==> config.mk <==
export PLATFORM = sky130hd
export DESIGN_NAME = addsub_serial
export DESIGN_NICKNAME = d
export VERILOG_FILES = /design/src/rtl/addsub_serial_pkg.sv /design/src/rtl/addsub_serial_add_chunk.sv /design/src/rtl/addsub_serial.sv
export SDC_FILE = /design/constraint.sdc
export NUM_CORES = 1
export LEC_CHECK = 0
export ABC_AREA = 1
export CELL_PAD_IN_SITES_DETAIL_PLACEMENT = 1
export CELL_PAD_IN_SITES_GLOBAL_PLACEMENT = 2
export CORE_ASPECT_RATIO = 2
export CORE_MARGIN = 2
export CORE_UTILIZATION = 26
export CTS_CLUSTER_DIAMETER = 120
export DETAILED_ROUTE_END_ITERATION = 10
export GPL_TIMING_DRIVEN = 0
export PLACE_DENSITY = 0.77
export SLEW_MARGIN = 5
export SYNTH_ARGS = -nofsm -noshare
export SYNTH_HDL_FRONTEND = slang
export SYNTH_SLANG_ARGS = --single-unit
==> constraint.sdc <==
create_clock -name clk -period 3.2 [get_ports clk]
set_input_delay 0.96 -clock clk [delete_from_list [all_inputs] [get_ports clk]]
set_output_delay 0.96 -clock clk [all_outputs]
set_load 0.02 [all_outputs]
==> src/rtl/addsub_serial_pkg.sv <==
// Shared definitions for the chunk-serial signed adder/subtractor:
// operation encodings, FSM state type and the signed-overflow helper.
package addsub_pkg;

    localparam logic OP_ADD = 1'b0;
    localparam logic OP_SUB = 1'b1;

    typedef enum logic [1:0] {
        IDLE = 2'd0,
        RUN  = 2'd1,
        DONE = 2'd2
    } state_t;

    // Two's-complement overflow: operands agree in sign but the result does not.
    function automatic logic signed_ovf(input logic sign_x, input logic sign_y, input logic sign_r);
        return (sign_x == sign_y) && (sign_r != sign_x);
    endfunction

endpackage

==> src/rtl/addsub_serial_add_chunk.sv <==
// Combinational CHUNK-bit ripple-carry adder slice used once per cycle
// by addsub_serial.
module add_chunk #(
    parameter int CHUNK = 4
) (
    input  logic [CHUNK-1:0] i_x,
    input  logic [CHUNK-1:0] i_y,
    input  logic             i_ci,
    output logic [CHUNK-1:0] o_r,
    output logic             o_co
);

    // Ripple the carry bit by bit through the slice.
    always_comb begin
        logic v_c;
        v_c = i_ci;
        o_r = '0;
        for (int i = 0; i < CHUNK; i++) begin
            o_r[i] = i_x[i] ^ i_y[i] ^ v_c;
            v_c    = (i_x[i] & i_y[i]) | (v_c & (i_x[i] ^ i_y[i]));
        end
        o_co = v_c;
    end

endmodule

==> src/rtl/addsub_serial.sv <==
// Chunk-serial signed adder/subtractor. Operands are latched on acceptance
// (y pre-inverted for subtract), then summed CHUNK bits per cycle LSB first
// with the inter-chunk carry held in a register. Result is held under
// valid/ready backpressure.
// Optional feature macro: ADDSUB_SERIAL_SAT_EN (saturate r on signed overflow).
import addsub_pkg::*;

module addsub_serial #(
    parameter int W     = 16,
    parameter int CHUNK = 4
) (
    input  logic         clk,
    input  logic         rst,
    input  logic         in_valid,
    output logic         in_ready,
    input  logic         op,
    input  logic         ci,
    input  logic [W-1:0] x,
    input  logic [W-1:0] y,
    output logic         out_valid,
    input  logic         out_ready,
    output logic [W-1:0] r,
    output logic         co,
    output logic         of
);

    localparam int N  = W / CHUNK;
    localparam int CW = (N > 1) ? $clog2(N) : 1;
    localparam int IW = $clog2(W);
    localparam logic [CW-1:0] LAST_CNT = CW'(N - 1);

    state_t          r_state;
    state_t          w_state_next;
    logic [CW-1:0]   r_cnt;
    logic [W-1:0]    r_x;
    logic [W-1:0]    r_yy;
    logic [W-1:0]    r_res;
    logic            r_carry;
    logic            r_co;
    logic            r_of;
    logic            r_out_valid;

    logic            w_accept;
    logic            w_last;
    logic [IW-1:0]   w_base;
    logic [CHUNK-1:0] w_x_chunk;
    logic [CHUNK-1:0] w_y_chunk;
    logic [CHUNK-1:0] w_sum;
    logic            w_co;
    logic [W-1:0]    w_res_next;
    logic [W-1:0]    w_res_final;
    logic            w_of;

    assign in_ready  = (r_state == IDLE);
    assign out_valid = r_out_valid;
    assign r         = r_res;
    assign co        = r_co;
    assign of        = r_of;

    assign w_accept  = in_valid && (r_state == IDLE);
    assign w_last    = (r_state == RUN) && (r_cnt == LAST_CNT);
    assign w_base    = IW'(int'(r_cnt) * CHUNK);
    assign w_x_chunk = r_x[w_base +: CHUNK];
    assign w_y_chunk = r_yy[w_base +: CHUNK];

    add_chunk #(.CHUNK(CHUNK)) u_add_chunk (
        .i_x  (w_x_chunk),
        .i_y  (w_y_chunk),
        .i_ci (r_carry),
        .o_r  (w_sum),
        .o_co (w_co)
    );

    // Merge the freshly computed chunk into the partial result and derive overflow/saturation.
    always_comb begin
        w_res_next = r_res;
        w_res_next[w_base +: CHUNK] = w_sum;
        w_of = signed_ovf(r_x[W-1], r_yy[W-1], w_res_next[W-1]);
`ifdef ADDSUB_SERIAL_SAT_EN
        if (w_of) begin
            if (r_x[W-1]) begin
                w_res_final = {1'b1, {(W-1){1'b0}}};
            end else begin
                w_res_final = {1'b0, {(W-1){1'b1}}};
            end
        end else begin
            w_res_final = w_res_next;
        end
`else
        w_res_final = w_res_next;
`endif
    end

    // Next-state logic: IDLE -> RUN on accept, RUN -> DONE after the last chunk, DONE -> IDLE on handshake.
    always_comb begin
        w_state_next = r_state;
        case (r_state)
            IDLE: begin
                if (w_accept) begin
                    w_state_next = RUN;
                end else begin
                    w_state_next = IDLE;
                end
            end
            RUN: begin
                if (r_cnt == LAST_CNT) begin
                    w_state_next = DONE;
                end else begin
                    w_state_next = RUN;
                end
            end
            DONE: begin
                if (out_ready) begin
                    w_state_next = IDLE;
                end else begin
                    w_state_next = DONE;
                end
            end
            default: begin
                w_state_next = IDLE;
            end
        endcase
    end

    // State register with synchronous reset.
    always_ff @(posedge clk) begin
        if (rst) begin
            r_state <= IDLE;
        end else begin
            r_state <= w_state_next;
        end
    end

    // Operand latch, per-chunk accumulation, flags and output-valid handling.
    always_ff @(posedge clk) begin
        if (rst) begin
            r_cnt       <= '0;
            r_x         <= '0;
            r_yy        <= '0;
            r_res       <= '0;
            r_carry     <= 1'b0;
            r_co        <= 1'b0;
            r_of        <= 1'b0;
            r_out_valid <= 1'b0;
        end else begin
            case (r_state)
                IDLE: begin
                    if (w_accept) begin
                        r_x     <= x;
                        r_yy    <= y ^ {W{op}};
                        r_carry <= ci ^ op;
                        r_cnt   <= '0;
                        r_res   <= '0;
                    end else begin
                        r_cnt   <= r_cnt;
                    end
                end
                RUN: begin
                    r_carry <= w_co;
                    if (w_last) begin
                        r_res       <= w_res_final;
                        r_co        <= w_co;
                        r_of        <= w_of;
                        r_out_valid <= 1'b1;
                        r_cnt       <= '0;
                    end else begin
                        r_res <= w_res_next;
                        r_cnt <= r_cnt + CW'(1);
                    end
                end
                DONE: begin
                    if (out_ready) begin
                        r_out_valid <= 1'b0;
                    end else begin
                        r_out_valid <= 1'b1;
                    end
                end
                default: begin
                    r_out_valid <= 1'b0;
                end
            endcase
        end
    end

endmodule
==> impl_metrics.yaml <==
status:
  status: "finished clean"
synth:
  synthTopCellsByArea: "dfxtp_1, o21ai_0, nor2_1"
  ys_seq_area_frac: 0.400
  synth-xor-area-share: 0.0500
  synth_adder_area_share: 0.0643
  ys_ff_latch: 56
  synth_top_area_cell: "dfxtp_1"
  netlist-cell-type-count: 29
  synth_top_area_frac: 0.400
  synth_compound_area_frac: 0.189
  syn_avg_cell_area_um2: 7.47
  syn_area_um2: 2800
  synth_top_family_by_area: "simple AND/OR/NAND/NOR gates"
  yosysWarnings: 0
  muxShareOfSynthArea: 0
  yosys.area_share.simple: 0.216
  synth_nets: 425
  synthCells: 375
power:
  ir_drop_uv: 247
  pwr_density_cell_nw_per_um2: 453
  leakagePower_nw: 1.47
grt:
  grt_max_degree: 17
  grt_antenna_before_repair: 0
  gr-total-overflow: 0
  grt_pass1_wl_um: 14100
  gr-usage-all-layers: 0.157
  grt_pass1_vias: 2872
critical_path:
  setup.worst_path.start: "r_cnt[0]"
  cp-endpoint: "of"
  r2r_setup_slack_ns: 0.19
  start_kind: "flip-flop"
  critPathCaptureType: "flip-flop"
  r2r-end: "of"
  reg2reg_from: "r_cnt[0]"
  crit_required_ns: 3.45
  worstPathMaxFanout: 7
  reg2regPathDepth: 18
  crit_type: "reg2reg"
  worstPathArrival_ns: 3.27
placed_design:
  port_buffers: 56
  placed_area_um2: 3530
  place.gp.congestion: 0.825
  place_hpwl_um: 6940
  dp_slack_ns: -0.351
die:
  core_area_um2: 10500
  start_util: 0.267
  num_io_pins: 58
  dieWidth_um: 77.4
  fp.dieH_um: 151
  dieArea_um2: 11700
  rows: 53
cells_and_area:
  final_area_um2: 3780
  utilization: 0.361
  layout.nets: 495
  antennaDiodeCount: 0
  layout-drive-gt1-share: 0.0964
  area_delta_synth_final_pct: 35.2
  fillers: 1344
clock_network:
  clk_path_buf_depth: 2
  h-tree-depth: 2
  cts.sinks: 56
  cts_tree: "built"
  cts_buffers: 5
  cts-root-buf: "clkbuf_16"
  clock_latency_ns: 0.30
  path_clk_slew_ns: 0.07
sta:
  period_minus_slack_ns: 3.01
  finalSetupViolations: 0
  hold_ws_ns: 0.462
  tightest_slew_ns: 0.585
  finalSetupTns_ns: 0
  skew_ns: 0.00432
  timing.fmax_mhz: 332
  rsz0062_at_grt: "no"
  setup_ws_ns: 0.187
  period_share: 0.942
  max-slew-margin-rel: 0.610
  hold_viol_final: 0
  finalMaxSlewViolations: 0
drt:
  num_vias: 2711
  drt-initial-drc-count: 85
  antenna_left: 0
  drc: 0
  firstDrtPassIters: 4
  wl_per_cell_um: 14.9
  avgViaCountPerCell: 4.65
  totalWireLength_um: 8690
flow_run:
  cap_violations: 0
worst_hold_path:
  hold_class: "reg2reg"
cells in the mapped netlist:
cell type and number:
a21oi_1 38, a32o_1 4, buf_1 1, buf_2 5, buf_4 3, buf_6 1
buf_8 1, clkbuf_1 9, clkinv_1 1, dfxtp_1 56, fa_1 4, ha_1 8
inv_1 25, inv_4 1, inv_6 1, nand2_1 53, nand2_2 1, nand2_4 1
nand3_1 16, nand4_1 2, nor2_1 64, nor2_8 1, nor3_1 6, o211ai_1 1
o21ai_0 50, o21ai_4 1, o22ai_1 4, or2_2 1, xnor2_1 16
registers in the layout (all words and copies together) (netlist names):
| register | cells |
|---|---|
| r_carry | 1 |
| out_valid | 1 |
| r_state | 2 |
| of | 1 |
| r_cnt | 2 |
| r_x | 16 |
| r_yy | 16 |
| r | 16 |
| co | 1 |
worst min path at each step:
stage                 start       to  slack, ns  cells after the start
finish                 r[9]     r[9]       0.46                      2
global route           r[9]     r[9]       0.49                      2
CTS                   r[10]    r[10]       0.47                      2
detailed placement    r[10]    r[10]       0.45                      2
global placement      r[10]    r[10]       0.45                      2
floorplan           r_x[11]  r_x[11]       0.45                      2
per-layer routing:
layer / up-vias / GRT usage / part of all wire
met4: 0 / 0.0661 / 0.026
li1: 1366 / - / -
met1: 1295 / 0.145 / 0.36
met5: - / 0 / 0
met3: 12 / 0.0258 / 0.022
met2: 38 / 0.326 / 0.59
power by group:
part / internal (mW) / switching [mW] / total [mW]
logic: 0.167 / 0.201 / 0.368
registers: 0.743 / 0.0293 / 0.772
clock network: 0.310 / 0.264 / 0.574
placed cells by master (no fill, tap or decap), types with 3 or more instances in the layout:
master and n:
a21oi_1 38, a32o_1 3, buf_2 4, buf_4 10
buf_8 3, clkbuf_1 6, clkbuf_16 5, clkdlybuf4s50_1 56
dfxtp_1 54, ha_1 8, inv_1 22, nand2_1 53
nand3_1 16, nor2_1 64, nor3_1 6, o21ai_0 49
o22ai_1 4, xnor2_1 16
cells by family (layout without fill, tap and decap cells):
| logic type | after synthesis | after routing |
|---|---|---|
| xor+xnor | 16 | 16 |
| buf+inv | 48 | 119 |
| compound gates | 98 | 98 |
| fa+ha+maj | 12 | 12 |
| simple gates | 145 | 145 |
| flops | 56 | 56 |
layout make-up:
cell class	count	area (um^2)	area share
inverters	28	118	0.0311
well taps	137	171	0.0453
flip-flops and latches	56	1130	0.298
clock buffers	6	139	0.0367
plain buffers	20	144	0.0380
clock inverters	2	10.0	0.00264
repair buffers	63	613	0.162
multi-input cells	271	1460	0.386
worst max-delay path: stages, from the launching register on:
cell	delay [ns]
dfxtp_4	0.38
inv_6	0.08
buf_8	0.12
nand2_1	0.06
a32o_2	0.29
fa_1	0.38
inv_1	0.07
fa_1	0.15
inv_1	0.05
fa_2	0.33
inv_2	0.06
fa_2	0.45
inv_1	0.09
nor2_1	0.06
nand3_1	0.10
nand3_1	0.08
nand3_1	0.09
nand2_1	0.06
inv_1	0.05
repair_timing:
item	in CTS	in global routing
endpoints found under the setup margin	7	4
hold buffers	0	0
setup buffers	0	7
gates resized for setup	13	11
hold endpoints to repair	0	0
pin swaps	0	5
through the flow:
stage | std cells | total power, mW
floorplan | 375 | 0.999
global placement | 568 | 1.14
detailed placement | 568 | 1.15
CTS | 576 | 1.73
global route | 583 | 1.81
finish | 583 | 1.71
Note: power is estimated with default switching activity, not from simulation.
